`config.mk`:
```
export PLATFORM = sky130hd
export DESIGN_NAME = uart_alu_interface
export DESIGN_NICKNAME = d
export VERILOG_FILES = /design/src/rtl/uart_alu_interface.sv
export SDC_FILE = /design/constraint.sdc
export NUM_CORES = 1
export LEC_CHECK = 0
export ABC_AREA = 1
export CAP_MARGIN = 25
export CORE_MARGIN = 2
export CORE_UTILIZATION = 50
export CTS_CLUSTER_DIAMETER = 100
export CTS_CLUSTER_SIZE = 25
export DETAILED_ROUTE_END_ITERATION = 6
export DONT_BUFFER_PORTS = 1
export PLACE_DENSITY = 0.73
export SLEW_MARGIN = 20
export SYNTH_ARGS = -nofsm -noshare
export SYNTH_HDL_FRONTEND = slang
export SYNTH_SLANG_ARGS = --single-unit
```
`constraint.sdc`:
```
create_clock -name clk_i -period 2.1 [get_ports clk_i]
set_input_delay 0.21 -clock clk_i [delete_from_list [all_inputs] [get_ports clk_i]]
set_output_delay 0.21 -clock clk_i [all_outputs]
set_load 0.005 [all_outputs]
```
`src/rtl/uart_alu_interface.sv`:
```
// Byte-serial bridge between a UART receiver/transmitter pair and an ALU.
// Collects operand A, operand B and an opcode, runs the ALU and returns the result LSB byte first.
module uart_alu_interface #(
  parameter int unsigned NB_DATA = 16,
  parameter int unsigned NB_OP   = 6,
  parameter int unsigned TIMEOUT = 65535
) (
  input  logic               clk_i,
  input  logic               rst_ni,
  input  logic [7:0]         rx_data_i,
  input  logic               rx_done_i,
  input  logic               rx_frame_err_i,
  output logic [7:0]         tx_data_o,
  output logic               tx_start_o,
  input  logic               tx_done_i,
  output logic [NB_DATA-1:0] alu_a_o,
  output logic [NB_DATA-1:0] alu_b_o,
  output logic [NB_OP-1:0]   alu_op_o,
  input  logic [NB_DATA-1:0] alu_result_i,
  output logic               busy_o,
  output logic               err_abort_o,
  output logic               overrun_o
);

  localparam int unsigned N_BYTES = NB_DATA / 8;
  localparam int unsigned IW      = (N_BYTES > 1) ? $clog2(N_BYTES) : 1;
  localparam logic [IW-1:0] IDX_LAST = IW'(N_BYTES - 1);
  localparam logic [IW-1:0] IDX_ZERO = {IW{1'b0}};
  localparam logic [IW-1:0] IDX_ONE  = IW'(1);

  typedef enum logic [2:0] {
    S_A    = 3'd0,
    S_B    = 3'd1,
    S_OP   = 3'd2,
    S_EXEC = 3'd3,
    S_CAP  = 3'd4,
    S_TX   = 3'd5,
    S_TXW  = 3'd6
  } state_t;

  state_t             state_q, state_d;
  logic [IW-1:0]      idx_q, idx_d;
  logic [31:0]        timer_q, timer_d;
  logic [NB_DATA-1:0] stage_a_q, stage_a_d;
  logic [NB_DATA-1:0] stage_b_q, stage_b_d;
  logic [NB_OP-1:0]   stage_op_q, stage_op_d;
  logic [NB_DATA-1:0] result_q, result_d;
  logic [NB_DATA-1:0] alu_a_q, alu_a_d;
  logic [NB_DATA-1:0] alu_b_q, alu_b_d;
  logic [NB_OP-1:0]   alu_op_q, alu_op_d;
  logic [7:0]         tx_data_q, tx_data_d;
  logic               tx_start_q, tx_start_d;
  logic               busy_q, busy_d;
  logic               err_abort_q, err_abort_d;
  logic               overrun_q, overrun_d;

  logic [IW+2:0]      base_s;
  logic               rx_good_s;
  logic               collecting_s;
  logic               partial_s;
  logic               timeout_hit_s;
  logic               abort_s;
  logic               last_s;

  assign base_s       = {idx_q, 3'b000};
  assign last_s       = (idx_q == IDX_LAST);
  assign rx_good_s    = rx_done_i && !rx_frame_err_i;
  assign collecting_s = (state_q == S_A) || (state_q == S_B) || (state_q == S_OP);
  assign partial_s    = ((state_q == S_A) && (idx_q != IDX_ZERO)) ||
                        (state_q == S_B) || (state_q == S_OP);
  // An incoming byte on the expiry cycle takes priority over the timeout.
  assign timeout_hit_s = (TIMEOUT != 32'd0) && partial_s && !rx_done_i &&
                         (timer_q == TIMEOUT);
  assign abort_s      = collecting_s && ((rx_done_i && rx_frame_err_i) || timeout_hit_s);

  // Register bank for state, staging, ALU drive and UART outputs.
  always_ff @(posedge clk_i or negedge rst_ni) begin
    if (!rst_ni) begin
      state_q     <= S_A;
      idx_q       <= IDX_ZERO;
      timer_q     <= 32'd0;
      stage_a_q   <= {NB_DATA{1'b0}};
      stage_b_q   <= {NB_DATA{1'b0}};
      stage_op_q  <= {NB_OP{1'b0}};
      result_q    <= {NB_DATA{1'b0}};
      alu_a_q     <= {NB_DATA{1'b0}};
      alu_b_q     <= {NB_DATA{1'b0}};
      alu_op_q    <= {NB_OP{1'b0}};
      tx_data_q   <= 8'd0;
      tx_start_q  <= 1'b0;
      busy_q      <= 1'b0;
      err_abort_q <= 1'b0;
      overrun_q   <= 1'b0;
    end else begin
      state_q     <= state_d;
      idx_q       <= idx_d;
      timer_q     <= timer_d;
      stage_a_q   <= stage_a_d;
      stage_b_q   <= stage_b_d;
      stage_op_q  <= stage_op_d;
      result_q    <= result_d;
      alu_a_q     <= alu_a_d;
      alu_b_q     <= alu_b_d;
      alu_op_q    <= alu_op_d;
      tx_data_q   <= tx_data_d;
      tx_start_q  <= tx_start_d;
      busy_q      <= busy_d;
      err_abort_q <= err_abort_d;
      overrun_q   <= overrun_d;
    end
  end

  // Next-state and datapath logic for the collect / execute / transmit sequence.
  always_comb begin
    state_d     = state_q;
    idx_d       = idx_q;
    stage_a_d   = stage_a_q;
    stage_b_d   = stage_b_q;
    stage_op_d  = stage_op_q;
    result_d    = result_q;
    alu_a_d     = alu_a_q;
    alu_b_d     = alu_b_q;
    alu_op_d    = alu_op_q;
    tx_data_d   = tx_data_q;
    tx_start_d  = 1'b0;
    err_abort_d = 1'b0;
    overrun_d   = overrun_q;

    if (rx_done_i || !partial_s) begin
      timer_d = 32'd0;
    end else begin
      timer_d = timer_q + 32'd1;
    end

    if (rx_done_i && !collecting_s) begin
      overrun_d = 1'b1;
    end else begin
      overrun_d = overrun_q;
    end

    if (abort_s) begin
      state_d     = S_A;
      idx_d       = IDX_ZERO;
      err_abort_d = 1'b1;
    end else begin
      case (state_q)
        S_A: begin
          if (rx_good_s) begin
            stage_a_d[base_s +: 8] = rx_data_i;
            if (last_s) begin
              idx_d   = IDX_ZERO;
              state_d = S_B;
            end else begin
              idx_d = idx_q + IDX_ONE;
            end
          end else begin
            idx_d = idx_q;
          end
        end
        S_B: begin
          if (rx_good_s) begin
            stage_b_d[base_s +: 8] = rx_data_i;
            if (last_s) begin
              idx_d   = IDX_ZERO;
              state_d = S_OP;
            end else begin
              idx_d = idx_q + IDX_ONE;
            end
          end else begin
            idx_d = idx_q;
          end
        end
        S_OP: begin
          if (rx_good_s) begin
            stage_op_d = rx_data_i[NB_OP-1:0];
            state_d    = S_EXEC;
          end else begin
            state_d = S_OP;
          end
        end
        S_EXEC: begin
          alu_a_d  = stage_a_q;
          alu_b_d  = stage_b_q;
          alu_op_d = stage_op_q;
          state_d  = S_CAP;
        end
        S_CAP: begin
          result_d = alu_result_i;
          idx_d    = IDX_ZERO;
          state_d  = S_TX;
        end
        S_TX: begin
          tx_data_d  = result_q[base_s +: 8];
          tx_start_d = 1'b1;
          state_d    = S_TXW;
        end
        S_TXW: begin
          if (tx_done_i) begin
            if (last_s) begin
              idx_d   = IDX_ZERO;
              state_d = S_A;
            end else begin
              idx_d   = idx_q + IDX_ONE;
              state_d = S_TX;
            end
          end else begin
            state_d = S_TXW;
          end
        end
        default: begin
          state_d = S_A;
          idx_d   = IDX_ZERO;
        end
      endcase
    end

    busy_d = (state_d == S_EXEC) || (state_d == S_CAP) ||
             (state_d == S_TX)   || (state_d == S_TXW);
  end

  assign tx_data_o   = tx_data_q;
  assign tx_start_o  = tx_start_q;
  assign alu_a_o     = alu_a_q;
  assign alu_b_o     = alu_b_q;
  assign alu_op_o    = alu_op_q;
  assign busy_o      = busy_q;
  assign err_abort_o = err_abort_q;
  assign overrun_o   = overrun_q;

endmodule

```
==> run metrics, run 1 <==
outcome=finished with violations; violated checks=negative hold slack; Ports=79; clock-pin slew on the worst setup and hold paths=around 60 ps; clk root buf=clkbuf_16; Flop pwr share=46.5%; endpoints failing setup=0; Post-DP HPWL=around 9.7 mm; Setup Crit Path Kind=reg2reg; commonest cells after routing, fill and taps aside=220 x nand2_1, 140 x dfrtp_1, 89 x nor2_1; ANT cells=0; H-tree depth=4; Layout Cells excl Fill=a little over 900; final core occ=59.8%; post-synthesis simple-gate area fraction=around 27%; Synth Area in Compound Gates=under 10%; Peak VDD IR=approximately 0.97 mV; CTS sink count=140; Distinct cells, synth=33; TNS Setup=0 ps; clock group share of total power=between 30% and 40%; Pwr Total=about 9.3 mW; Slew Viols, Final=0; share of cells above drive strength 1=between 10% and 20%; core area=12100 sq um; Final WS setup=roughly 410 ps; Required @ worst endpoint=2420 ps; Post-Synthesis Cells=slightly above 700; Synth Cell Area=~6300 sq um; die area=roughly 13000 sq um; initial antenna violation count=0; DP Worst Slack=between 400 and 500 ps; XOR/XNOR share of the synthesized area=0.700%; part of the cycle the worst path needs=between 80% and 90%; Row Count=40; R2R setup slack=410 ps; Overall Global Routing Usage=roughly 23%; Min-Delay Path Class=in2async; P_sw=a little under 3 mW; Peak Freq=593 MHz; Die H=116 um; Avg Cell Area, Syn=between 8 and 9 sq um; Final Hold Fails=140; DRT iter0 DRCs=369; max_cap viols=0; Tightest Pin Transition=roughly 810 ps; Post-route DRC=0; cts hold-fix bufs=24; # Post-CTS Setup Buffers=0; largest family of logic cells by synthesized area=simple AND/OR/NAND/NOR gates; combinational power share=between 20% and 30%; Worst setup SP type=register; Synth Register Bits=140; commonest non-fill, non-tap cell in the layout=nand2_1; CTS tree=done; RePlAce Congestion=~0.94; final WL=about 14 mm; pwr/cell area=1280 nW/um^2; syn nets=between 700 and 800; Ys Warns=0; Skew-Pair Late Insertion Delay=roughly 420 ps; via count=4815; DP Area=about 6400 sq um; final instance area=between 7000 and 8000 sq um; final net count=783; Starting Density=between 50% and 60%; crit-path max FO=4; placed cell count=~880; Post-CTS Resized=0; clk_skew=5.64 ps; CP endpoint kind=register; total CTS buffers=17; pin count of the biggest net entering global routing=approximately 140; slew margin rel.=46.1%; vias in the first global route=approximately 4900; # port buffers=0; Cell Int Power=6.38 mW; total global routing overflow=0; Final Critical Period=1690 ps; CTS Buffer Depth=2; Die Width=about 120 um; global-route wire length before repair=about 24 mm; Avg WL per Cell=about 15 um; DR pass1 iterations=5; Vias/cell=between 5 and 6; CP arrival=around 2000 ps; RSZ-0062 raised after global routing=false; Final Hold Slack=-516 ps; # fillers=1067; register area share after synthesis=56.0%; mux contribution to synthesized area=2.88%; synth-to-layout area growth=15.9%; Leakage=3.40 nW; Routed Antenna Nets=0; Sw Ratio=a little under a third; fraction of the mapped netlist area in adder cells=less than 1%
## metal layers
layer | part of all wire [%] | vias to the layer above | wire length [um] | GRT usage (%)
met5 | 0 | - | 0 | 0
met4 | 1.7 | 0 | 244 | 8.49
met3 | 6.3 | 24 | 911 | 7.27
met2 | 47 | 142 | 6710 | 35.3
met1 | 45 | 2308 | 6500 | 31.7
li1 | - | 2341 | - | -
## cells in the mapped netlist
cell        n  area [sq um]
nor2_8      1          20.0
o21bai_2    1          11.3
clkbuf_1    9          33.8
ha_1        1          12.5
nand3_2     5          50.1
nand3_1    26           130
nor3_1     12          60.1
nor2_4      6          67.6
mux2_1      3          33.8
mux2_2     13           146
nor3_4      2          32.5
nand4_1     4          25.0
buf_4       1          7.51
nor2_1     89           334
nand2_1   220           826
xnor2_1     3          26.3
dfrtp_1   140          3500
o21bai_1    1          7.51
nand2_4     1          11.3
and2_1      2          12.5
o21ai_0    47           235
a21oi_1    12          60.1
xor2_1      2          17.5
buf_2       8          40.0
buf_6       2          22.5
nand2_2     8          50.1
inv_1      65           244
or2_2       1          6.26
o31ai_1     8          60.1
inv_2       9          33.8
o21a_1      1          7.51
nor2_2     11          68.8
o21ai_1    11          55.1
## power by group through the flow
stage / registers, mW / clock network (mW) / logic [mW]
after global placement: 4.34 / 0 / 1.73
after detailed placement: 4.37 / 0 / 1.84
final: 4.33 / 3.07 / 1.90
after floorplan: 4.14 / 0 / 1.54
after CTS: 4.33 / 3.12 / 1.91
after global routing: 4.45 / 3.23 / 2.19
## sequential cells by signal, summed over array words and instances (netlist names)
name,count
state_q,3
overrun_o,1
stage_a_q,16
tx_data_o,8
idx_q,1
tx_start_o,1
err_abort_o,1
alu_b_o,16
alu_a_o,16
busy_o,1
timer_q,32
result_q,16
stage_b_q,16
alu_op_o,6
stage_op_q,6
## logic make-up after synthesis
kind of cell,after synthesis
AO/OA/AOI/OAI,81
XOR/XNOR,5
adder cells (fa/ha/maj),1
buffers and inverters,94
flip-flops,140
multiplexers,16
AND/OR/NAND/NOR,388
## worst paths after layout
kind / start / to / cells past startpoint
max in group asynchronous: rst_ni / stage_b_q[13]$_DFFE_PN0P_ / 0
worst max register to register: timer_q[0]$_DFF_PN0_ / idx_q$_DFFE_PN0P_ / 10
min in group clk_i: rx_done_i / overrun_o$_DFFE_PN0P_ / 2
worst min register to register: timer_q[0]$_DFF_PN0_ / timer_q[0]$_DFF_PN0_ / 1
worst max-delay path: timer_q[0]$_DFF_PN0_ / idx_q$_DFFE_PN0P_ / 10
worst min-delay path: rst_ni / tx_start_o$_DFF_PN0_ / 0
## worst max-delay path, stage by stage (launching register included)
cell,delay (ps)
dfrtp_1,370
ha_1,180
nand2_1,120
nor2_4,140
nand2_2,110
nor2_2,160
nand2_2,100
o21bai_2,200
nand2_1,100
nand2_1,70
inv_1,30
## final cells by class
| class | count | area [sq um] | share of cell area (%) |
|---|---|---|---|
| sequential | 140 | 3500 | 48.3 |
| multi-input combinational | 491 | 2370 | 32.7 |
| clock buffer | 22 | 474 | 6.54 |
| timing repair buffer | 29 | 278 | 3.83 |
| inverter | 74 | 278 | 3.83 |
| tap | 168 | 210 | 2.90 |
| clock inverter | 10 | 136 | 1.88 |
Power figures use the tool's default switching activity.
==> run 2: changes to the inputs <==
PLACE_DENSITY = 0.76   (was 0.73)
clock period = 1.5 ns   (was 2.1 ns; I/O delays follow)
==> run metrics, run 2 (synthesis gave the netlist of run 1 again) <==
outcome=finished with violations; violated checks=negative hold slack, negative setup slack; Skew-Pair Late Insertion Delay=between 400 and 500 ps; CTS Buffer Depth=2; cells along the critical path=ha_2, nand2_2, nor2_4, buf_4, inv_1, nor2_1, buf_4, nand2_1, nand2_1, nand2_1, nor2_1; total global routing overflow=0; Setup Crit Path Kind=reg2reg; Final Hold Slack=-578 ps; Die H=around 120 um; endpoints failing setup=7; initial antenna violation count=0; Row Count=40; worst reg2reg path startpoint=timer_q[0]$_DFF_PN0_; Die Width=116 um; Final Critical Period=approximately 1500 ps; vias in the first global route=between 5000 and 6000; Worst Path Buf+Inv=3; Most flops, register=timer_q; synth-to-layout area growth=21.2%; Final Hold Fails=140; CP peak stage delay=between 300 and 400 ps; # port buffers=0; commonest non-fill, non-tap cell in the layout=nand2_1; final net count=between 800 and 900; crit-path max FO=3; most frequent CP cell=nand2_1; H-tree depth=4; Required @ worst endpoint=1850 ps; R2R setup slack=-30 ps; RSZ-0062 raised after global routing=true; Post-route DRC=0; Vias/cell=between 5 and 6; Overall Global Routing Usage=about a quarter; pin count of the biggest net entering global routing=between 100 and 150; die area=13400 sq um; cts hold-fix bufs=26; clk root buf=clkbuf_16; Leakage=between 3 and 4 nW; Slew Viols, Final=0; part of the cycle the worst path needs=102%; clock-pin slew on the worst setup and hold paths=approximately 60 ps; R2R Path End=timer_q[28]$_DFF_PN0_; DP Area=6550 sq um; Peak Freq=around 660 MHz; core area=around 12000 sq um; Routed Antenna Nets=0; final core occ=a little over three fifths; Largest register FFs=32; DRT iter0 DRCs=463; Avg WL per Cell=roughly 16 um; slowest CP cell=dfrtp_1; CP arrival=approximately 1900 ps; RePlAce Congestion=roughly 0.95; Peak VDD IR=~1.4 mV; Largest delay share family, worst path=simple AND/OR/NAND/NOR gates; Tightest Pin Transition=roughly 340 ps; slew margin rel.=between 70 and 80%; max_cap viols=0; via count=roughly 5000; global-route wire length before repair=~25 mm; CTS sink count=140; DR pass1 iterations=5; Ports=79; pwr/cell area=approximately 1700 nW/um^2; Worst setup SP type=register; final WL=about 15 mm; # fillers=between 1000 and 1500; share of cells above drive strength 1=between 10% and 20%; Reg2Reg Depth=11; ANT cells=0; Starting Density=around half; CTS tree=done; Min-Delay Path Class=in2async; clk_skew=7.02 ps; final instance area=roughly 7600 sq um; Post-DP HPWL=9.85 mm; Final WS setup=-25.4 ps; total CTS buffers=17; CP endpoint kind=register; commonest cells after routing, fill and taps aside=213 x nand2_1, 135 x dfrtp_1, 84 x nor2_1
## run 2: changes by cell type in the layout (fill, tap and decap cells not counted), sizes merged
cell	previous run	this run
bufinv	3	2
buf	5	25
clkinv	6	4
clkinvlp	0	4
dlygate4sd3	24	26
inv	75	74
## run 2: area by class of cell
cell class | count | area [sq um] | area share (%)
well taps | 168 | 210 | 2.77
multi-input cells | 491 | 2500 | 33.0
clock inverters | 9 | 111 | 1.47
inverters | 74 | 287 | 3.78
repair buffers | 51 | 477 | 6.29
clock buffers | 22 | 474 | 6.26
flip-flops and latches | 140 | 3510 | 46.3
repair inverters | 1 | 7.51 | 0.0991
## run 2: where the power goes
group | internal, mW | total (mW) | switching (mW)
logic | 1.23 | 2.98 | 1.75
clock network | 2.57 | 4.12 | 1.55
registers | 5.13 | 6.05 | 0.923
## run 2: layer usage
layer	track usage (%)	up-vias	wire, um
met5	0	-	0
met2	37.8	208	7230
met1	31.1	2410	6380
li1	-	2383	-
met3	7.01	42	1050
met4	10.6	0	411
## run 2: timing repair
item | CTS | global route
resized for setup | 12 | 33
setup buffers | 1 | 2
hold endpoints to repair | 196 | 140
pin swaps | 6 | 11
setup endpoints to repair | 17 | 37
gates cloned | 0 | 1
## run 2: how the worst max path moves through the flow
stage,end,startpoint,depth (start not counted)
3_5_place_dp,idx_q$_DFFE_PN0P_,timer_q[0]$_DFF_PN0_,10
2_1_floorplan,idx_q$_DFFE_PN0P_,timer_q[0]$_DFF_PN0_,10
6_report,timer_q[28]$_DFF_PN0_,timer_q[0]$_DFF_PN0_,11
3_3_place_gp,idx_q$_DFFE_PN0P_,timer_q[0]$_DFF_PN0_,10
5_1_grt,timer_q[30]$_DFF_PN0_,timer_q[0]$_DFF_PN0_,11
4_1_cts,timer_q[18]$_DFF_PN0_,timer_q[0]$_DFF_PN0_,10
## run 2: worst reg2reg max path, delay by kind of cell, from the launching register on
family                   cells  cell delay, ps
buffers and inverters        3             320
adder cells (fa/ha/maj)      1             210
AND/OR/NAND/NOR              7             550
flip-flops                   1             370
## run 2: stage by stage
stage	worst slack (ps)	setup TNS, ps	power [mW]	instances
global route	-128	-1780	14.0	956
floorplan	40.2	0	7.94	725
finish	-25.4	-123	13.2	956
global placement	16.0	0	8.59	895
detailed placement	-43.4	-240	8.80	895
CTS	-34.2	-59.2	13.1	953
==> run 3: changes to the inputs <==
CORE_ASPECT_RATIO = 0.7   (was unset)
CTS_BUF_LIST = sky130_fd_sc_hd__clkbuf_16   (was unset)
==> run metrics, run 3 (synthesis gave the netlist of run 1 again) <==
outcome=finished with violations; violated checks=negative hold slack, negative setup slack; slew margin rel.=68.7%; share of cells above drive strength 1=approximately a fifth; Sw Ratio=between 30 and 40%; DRT iter0 DRCs=520; CTS sink count=140; Largest register FFs=32; clock group share of total power=about a third; placed cell count=887; endpoints failing setup=6; CTS tree=done; Overall Global Routing Usage=roughly a quarter; pin count of the biggest net entering global routing=141; Peak Freq=between 600 and 700 MHz; Die Width=138 um; Setup Crit Path Kind=reg2reg; Vias/cell=between 5 and 6; core area=12300 sq um; R2R setup slack=-50 ps; RePlAce Congestion=around 1; commonest cells after routing, fill and taps aside=214 x nand2_1, 134 x dfrtp_1, 82 x nor2_1; final instance area=~7700 sq um; # port buffers=0; CTS Buffer Depth=2; commonest non-fill, non-tap cell in the layout=nand2_1; Skew-Pair Late Insertion Delay=slightly above 400 ps; final WL=15.0 mm; vias in the first global route=a little under 5000; Worst setup SP type=register; initial antenna violation count=0; Tightest Pin Transition=between 400 and 500 ps; global-route wire length before repair=24.3 mm; cts hold-fix bufs=26; via count=5079; die area=13400 sq um; Peak VDD IR=roughly 1.2 mV; DP Worst Slack=-113 ps; Die H=approximately 100 um; final net count=between 800 and 900; Final Critical Period=between 1500 and 2000 ps; clock-pin slew on the worst setup and hold paths=60 ps; ANT cells=0; clk root buf=clkbuf_16; Flop pwr share=approximately 46%; Starting Density=50.9%; Avg WL per Cell=15.7 um; Routed Antenna Nets=0; part of the cycle the worst path needs=103%; Pwr Total=roughly 13 mW; H-tree depth=4; pwr/cell area=between 1500 and 2000 nW/um^2; DR pass1 iterations=5; Final Hold Fails=140; Required @ worst endpoint=around 1800 ps; Post-route DRC=0; cells along the critical path=ha_2, nand2_4, nor2_4, nand2_4, nor2_4, nand2_4, o21bai_4, buf_6, a21oi_2; Final Hold Slack=-561 ps; Row Count=34; DP Area=roughly 6500 sq um; CP arrival=~1800 ps; RSZ-0062 raised after global routing=true; total CTS buffers=17; Most flops, register=timer_q; Leakage=about 3.6 nW; Slew Viols, Final=0; final core occ=a little over 60%; Final WS setup=-49.1 ps; synth-to-layout area growth=22.4%; max_cap viols=0; Min-Delay Path Class=in2async; Ports=approximately 80; TNS Setup=-170 ps; crit-path max FO=3; clk_skew=7.14 ps; P_sw=4.35 mW; slowest CP cell=dfrtp_1; most frequent CP cell=nand2_4; total global routing overflow=0; CP peak stage delay=about 400 ps; Post-DP HPWL=around 10 mm; Cell Int Power=roughly 9 mW; Layout Cells excl Fill=around 960; combinational power share=21.9%; CP endpoint kind=register
[run 3: changes by cell type in the layout (fill, tap and decap cells not counted), sizes merged]
cell,previous run,this run
clkinvlp,4,2
bufinv,2,3
inv,74,80
buf,25,33
clkbuf,22,17
[run 3: layout make-up]
class / instances / area [sq um]
Inverter: 74 / 283
Multi-Input combinational cell: 491 / 2510
Clock inverter: 15 / 186
Fill cell: 974 / 4640
Timing Repair Buffer: 59 / 528
Clock buffer: 17 / 425
Sequential cell: 140 / 3510
Tap cell: 162 / 203
[run 3: what timing repair did]
action,CTS,global route
pin swaps,5,14
gates resized for setup,13,36
setup buffers,4,10
endpoints found under the setup margin,49,46
hold endpoints to repair,191,140
[run 3: worst paths after layout]
check / endpoint / from / cells past startpoint
min reg2reg: alu_a_o[10]$_DFFE_PN0P_ / stage_a_q[10]$_DFFE_PN0P_ / 2
max: state_q[0]$_DFF_PN0_ / timer_q[0]$_DFF_PN0_ / 9
max reg2reg: state_q[0]$_DFF_PN0_ / timer_q[0]$_DFF_PN0_ / 9
max in group asynchronous: state_q[0]$_DFF_PN0_ / rst_ni / 0
min in group clk_i: stage_b_q[3]$_DFFE_PN0P_ / rx_frame_err_i / 3
min: tx_start_o$_DFF_PN0_ / rst_ni / 0
[run 3: per-layer routing]
metal,part of all wire [%],GRT usage (%)
met5,0,0
met4,1.9,7.14
met3,8.3,8.50
met2,46,35.3
met1,44,32.1
[run 3: power by group through the flow]
stage | Combinational [mW] | Clock, mW | Sequential [mW]
after CTS | 2.85 | 4.39 | 6.06
after global routing | 3.30 | 4.59 | 6.24
after global placement | 2.53 | 0 | 6.05
after floorplan | 2.15 | 0 | 5.79
after detailed placement | 2.72 | 0 | 6.10
final | 2.91 | 4.34 | 6.08
[run 3: critical path: cells and delay by family (launching register included)]
| kind | cells | cell delay [ps] |
|---|---|---|
| AND/OR/NAND/NOR | 5 | 490 |
| flip-flops | 1 | 400 |
| AO/OA/AOI/OAI | 2 | 180 |
| adder cells (fa/ha/maj) | 1 | 230 |
| buffers and inverters | 1 | 120 |
